--- src/rtl/cpu_pkg.sv ---
// Shared fetch-path definitions: FSM state encoding, opcode field layout,
// halt opcode and PC increment.
package cpu_pkg;

    typedef enum logic [1:0] {
        ST_BOOT = 2'd0,
        ST_RUN  = 2'd1,
        ST_HALT = 2'd2
    } fetch_state_t;

    localparam int unsigned OPCODE_MSB  = 31;
    localparam int unsigned OPCODE_LSB  = 26;
    localparam logic [5:0]  HALT_OPCODE = 6'b111111;
    localparam logic [15:0] PC_INCR     = 16'd4;

    function automatic logic [5:0] opcode_of(input logic [31:0] word);
        return word[OPCODE_MSB:OPCODE_LSB];
    endfunction

endpackage

--- src/rtl/if_id_reg.sv ---
// IF/ID pipeline register. Load captures a fetched word, bubble clears
// only the valid bit (instruction/address are kept), otherwise it holds.
module if_id_reg
    import cpu_pkg::*;
(
    input  logic        clk,
    input  logic        rst,
    input  logic        load,
    input  logic        bubble,
    input  logic [31:0] fetch_instr,
    input  logic [15:0] fetch_pc,
    output logic [31:0] instr,
    output logic [15:0] pc,
    output logic        valid
);

    // Register update: load has priority over bubble; neither means hold.
    always_ff @(posedge clk or posedge rst) begin
        if (rst) begin
            instr <= '0;
            pc    <= '0;
            valid <= 1'b0;
        end else if (load) begin
            instr <= fetch_instr;
            pc    <= fetch_pc;
            valid <= 1'b1;
        end else if (bubble) begin
            valid <= 1'b0;
        end
    end

endmodule

--- src/rtl/fetch_stage.sv ---
// Instruction fetch stage: PC register, BOOT/RUN/HALT control FSM and the
// IF/ID register. Program memory is external and read combinationally.
module fetch_stage
    import cpu_pkg::*;
#(
    parameter logic [15:0] P_RESET_PC    = 16'h0000,
    parameter logic [5:0]  P_HALT_OPCODE = HALT_OPCODE
) (
    input  logic        i_clk,
    input  logic        i_rst,
    input  logic        i_stall,
    input  logic        i_branch_taken,
    input  logic [15:0] i_branch_target,
    input  logic [31:0] i_instruction,
    output logic [15:0] o_pc_address,
    output logic [31:0] o_if_id_instr,
    output logic [15:0] o_if_id_pc,
    output logic        o_if_id_valid,
    output logic        o_halted,
    output logic        o_misaligned
);

    fetch_state_t state, next_state;
    logic [15:0]  pc, pc_next;
    logic         ifid_load, ifid_bubble, mis_set;
    logic [15:0]  redirect_pc;

    assign redirect_pc = {i_branch_target[15:2], 2'b00};

    // Next-state, next-PC and IF/ID control; redirect beats stall beats advance.
    always_comb begin
        next_state  = state;
        pc_next     = pc;
        ifid_load   = 1'b0;
        ifid_bubble = 1'b0;
        mis_set     = 1'b0;
        case (state)
            ST_BOOT: begin
                next_state = ST_RUN;
            end
            ST_RUN: begin
                if (i_branch_taken) begin
                    pc_next     = redirect_pc;
                    ifid_bubble = 1'b1;
                    mis_set     = |i_branch_target[1:0];
                end else if (!i_stall) begin
                    ifid_load = 1'b1;
                    if (opcode_of(i_instruction) == P_HALT_OPCODE) begin
                        next_state = ST_HALT;
                    end else begin
                        pc_next = pc + PC_INCR;
                    end
                end
            end
            ST_HALT: begin
                if (i_branch_taken) begin
                    pc_next     = redirect_pc;
                    ifid_bubble = 1'b1;
                    mis_set     = |i_branch_target[1:0];
                    next_state  = ST_RUN;
                end else begin
                    ifid_bubble = 1'b1;
                end
            end
            default: begin
                next_state = ST_BOOT;
            end
        endcase
    end

    // State and PC registers.
    always_ff @(posedge i_clk or posedge i_rst) begin
        if (i_rst) begin
            state <= ST_BOOT;
            pc    <= P_RESET_PC;
        end else begin
            state <= next_state;
            pc    <= pc_next;
        end
    end

    // Sticky misaligned-redirect flag, cleared only by reset.
    always_ff @(posedge i_clk or posedge i_rst) begin
        if (i_rst) begin
            o_misaligned <= 1'b0;
        end else if (mis_set) begin
            o_misaligned <= 1'b1;
        end
    end

    if_id_reg u_if_id_reg (
        .clk         (i_clk),
        .rst         (i_rst),
        .load        (ifid_load),
        .bubble      (ifid_bubble),
        .fetch_instr (i_instruction),
        .fetch_pc    (pc),
        .instr       (o_if_id_instr),
        .pc          (o_if_id_pc),
        .valid       (o_if_id_valid)
    );

    assign o_pc_address = pc;
    assign o_halted     = (state == ST_HALT);

endmodule

--- config.mk ---
export PLATFORM = sky130hd
export DESIGN_NAME = fetch_stage
export DESIGN_NICKNAME = d
export VERILOG_FILES = /design/src/rtl/cpu_pkg.sv /design/src/rtl/if_id_reg.sv /design/src/rtl/fetch_stage.sv
export SDC_FILE = /design/constraint.sdc
export NUM_CORES = 1
export LEC_CHECK = 0
export BUFFER_PORTS_ARGS = -buffer_cell sky130_fd_sc_hd__buf_2
export CAP_MARGIN = 20
export CORE_MARGIN = 2
export CORE_UTILIZATION = 49
export CTS_CLUSTER_DIAMETER = 150
export DETAILED_ROUTE_END_ITERATION = 10
export GPL_TIMING_DRIVEN = 0
export PLACE_DENSITY = 0.8
export SLEW_MARGIN = 30
export SYNTH_ARGS = -nofsm -noshare
export SYNTH_HDL_FRONTEND = slang
export SYNTH_SLANG_ARGS = --single-unit
--- constraint.sdc ---
create_clock -name i_clk -period 2.45 [get_ports i_clk]
set_clock_uncertainty 0.15 [all_clocks]
set_input_delay 0.49 -clock i_clk [delete_from_list [all_inputs] [get_ports i_clk]]
set_output_delay 0.49 -clock i_clk [all_outputs]
set_load 0.1 [all_outputs]
==> impl_metrics.csv <==
group,metric,value,unit
clock_network,cts_sinks,64,
floorplan,dieArea,6880,µm²
min_path,worstHoldStart,"i_instruction[17]",
finish,final_common_cell,"buf_2",
sta,period_needed,2.07,ns
placed_design,place.port_buffers,113,
critical_path,cp-end-kind,"output pin",
placed_design,place_ws,0.507,ns
critical_path,worstSetupPathType,"reg -> out",
yosys,ys_ff_latch,64,
sta,grt_setup_unrepaired,"false",
placed_design,gp_congestion,0.844,
critical_path,ff2ff_path_depth,6,
finish,fin_nets,425,
critical_path,start_kind,"flop",
sta,setup_viol,0,
drt,vias,2372,
clock_network,cts_resized,0,
yosys,synth-warning-count,0,
drt,via_per_inst,5.29,
finish,diodes,0,
sta,period_share,0.846,
clock_network,clock_latency,0.33,ns
floorplan,start_util,0.513,
critical_path,worstPathMaxFanout,3,
placed_design,hpwlAfterDp,4900,µm
finish,layout_common_cells,"114 x buf_2, 64 x dfrtp_1, 46 x mux2_2",
run,max_cap_violations,0,
min_path,hold_path_depth,2,
global_route,antenna_found_initial,0,
min_path,holdPathEnd,"u_if_id_reg.instr[17]",
min_path,min_path_type,"in -> reg",
drt,wl_per_cell,15.0,µm
sta,setup_ws,0.378,ns
finish,drive_above_1_share,0.550,
critical_path,r2r-start,"state[1]",
yosys,syn-cell-area,3050,µm²
drt,ant_nets,0,
critical_path,rrSetupSlack,0.51,ns
finish,fin_util,0.662,
yosys,syn_inst,239,
yosys,syn_area_per_cell,12.8,µm²
clock_network,path_clk_slew,0.07,ns
drt,first_pass_iters,4,
critical_path,cp.arrival,1.43,ns
clock_network,htreeDepth,3,
clock_network,cts-buffers-inserted,9,
sta,hold_viol_final,0,
sta,slew_violations,0,
floorplan,die_width,82.9,µm
clock_network,clock-root-buffer,"clkbuf_8",
yosys,yosysSeqAreaShare,0.525,
global_route,grt_pass1_wl,11100,µm
sta,tns,0,ns
finish,area_delta_synth_final,29.2,%
global_route,grt_pass1_vias,2430,
drt,drt_wl_total,6720,µm
floorplan,coreArea,5960,µm²
critical_path,required,1.81,ns
clock_network,post_cts_buffers,0,
clock_network,cts_tree,"done",
sta,fmax,483,MHz
clock_network,clock_path_buffers,2,
sta,worst_hold_slack,0.232,ns
drt,first_iter_violations,163,
floorplan,ios,119,
status,status,"finished clean",
global_route,grt_max_degree,44,
global_route,grt.total_usage,0.201,
critical_path,timing.rr.end,"u_if_id_reg.instr[6]",
floorplan,core.rowCount,28,
drt,drc,0,
yosys,synth_cell_types,43,
floorplan,fp.dieH,82.9,µm
global_route,grt-ovfl-total,0,
## layout make-up
class                           instances  area [µm²]
Buffer                                 18         153
Clock buffer                           10         128
Clock inverter                          6        60.1
Fill cell                             491        2010
Inverter                                4        17.5
Multi-Input combinational cell        156        1290
Sequential cell                        64        1600
Tap cell                               75        93.8
Timing Repair Buffer                  115         596
## cell usage after synthesis (all sizes together)
master | number | area [µm²]
a21o | 1 | 7.51
conb | 1 | 3.75
ha | 5 | 62.6
nor4 | 1 | 6.26
and4 | 3 | 26.3
o21ai | 8 | 40.0
o211a | 1 | 10.0
nand2b | 3 | 26.3
mux2 | 46 | 518
nor2b | 1 | 6.26
o22ai | 7 | 43.8
a21oi | 14 | 77.6
o211ai | 4 | 43.8
inv | 4 | 15.0
mux2i | 4 | 40.0
a2bb2oi | 9 | 78.8
nand2 | 14 | 52.6
nand3 | 9 | 50.1
buf | 16 | 144
nor2 | 5 | 37.5
nand3b | 1 | 20.0
nand4b | 1 | 8.76
or2 | 2 | 15.0
and3 | 3 | 18.8
and2 | 1 | 6.26
o21bai | 2 | 26.3
clkbuf | 2 | 8.75
a22oi | 2 | 20.0
nand4 | 5 | 37.5
dfrtp | 64 | 1600
## per-stage QoR
step	instance area, µm²	std cells
floorplan	3060	242
global placement	3720	430
detailed placement	3750	431
CTS	3940	448
global route	3940	448
finish	3940	448
## how the worst max path moves through the flow
stage	slack, ns	cells past startpoint	endpoint	startpoint
after floorplan	0.001	8	o_pc_address[5]	state[0]
after global placement	-0.54	2	u_if_id_reg.pc[3]	i_rst
after detailed placement	0.51	6	u_if_id_reg.instr[6]	state[1]
after CTS	0.36	3	o_halted	state[0]
after global routing	0.31	3	o_halted	state[0]
final	0.38	3	o_halted	state[0]
## registers in the layout, indices dropped and copies added, names as in the netlist
| name | cells |
|---|---|
| u_if_id_reg.instr | 32 |
| o_pc_address | 14 |
| u_if_id_reg.pc | 14 |
| state | 2 |
| o_misaligned | 1 |
| u_if_id_reg.valid | 1 |
## per-layer routing
layer | share of wire | GRT usage | vias up
met4 | 0.014 | 0.110 | 0
met5 | 0 | 0 | -
met1 | 0.43 | 0.251 | 1140
met2 | 0.48 | 0.316 | 95
li1 | - | - | 1127
met3 | 0.082 | 0.0567 | 10
## what timing repair did
action | in CTS | in global routing
endpoints found under the setup margin | 0 | 0
hold endpoints to repair | 21 | 0
hold buffers | 1 | 0
## logic make-up (layout without fill, tap and decap cells)
family          count (synthesis)  count (layout)  share of synthesized area
flops                          64              64                      0.525
simple gates                   49              49                      0.102
compound gates                 48              48                      0.114
other cells                     1               4                    0.00123
fa+ha+maj                       5               5                     0.0205
buf+inv                        22             153                     0.0549
mux                            50              50                      0.183
## worst max-delay path: stages, from the launching register on
cell	delay (ns)
dfrtp_1	0.41
inv_1	0.10
ha_1	0.16
buf_2	0.42
Power is left out: the tool's default activity adds up to more than one toggle a clock period on the data nets, which glitch-free logic cannot reach.
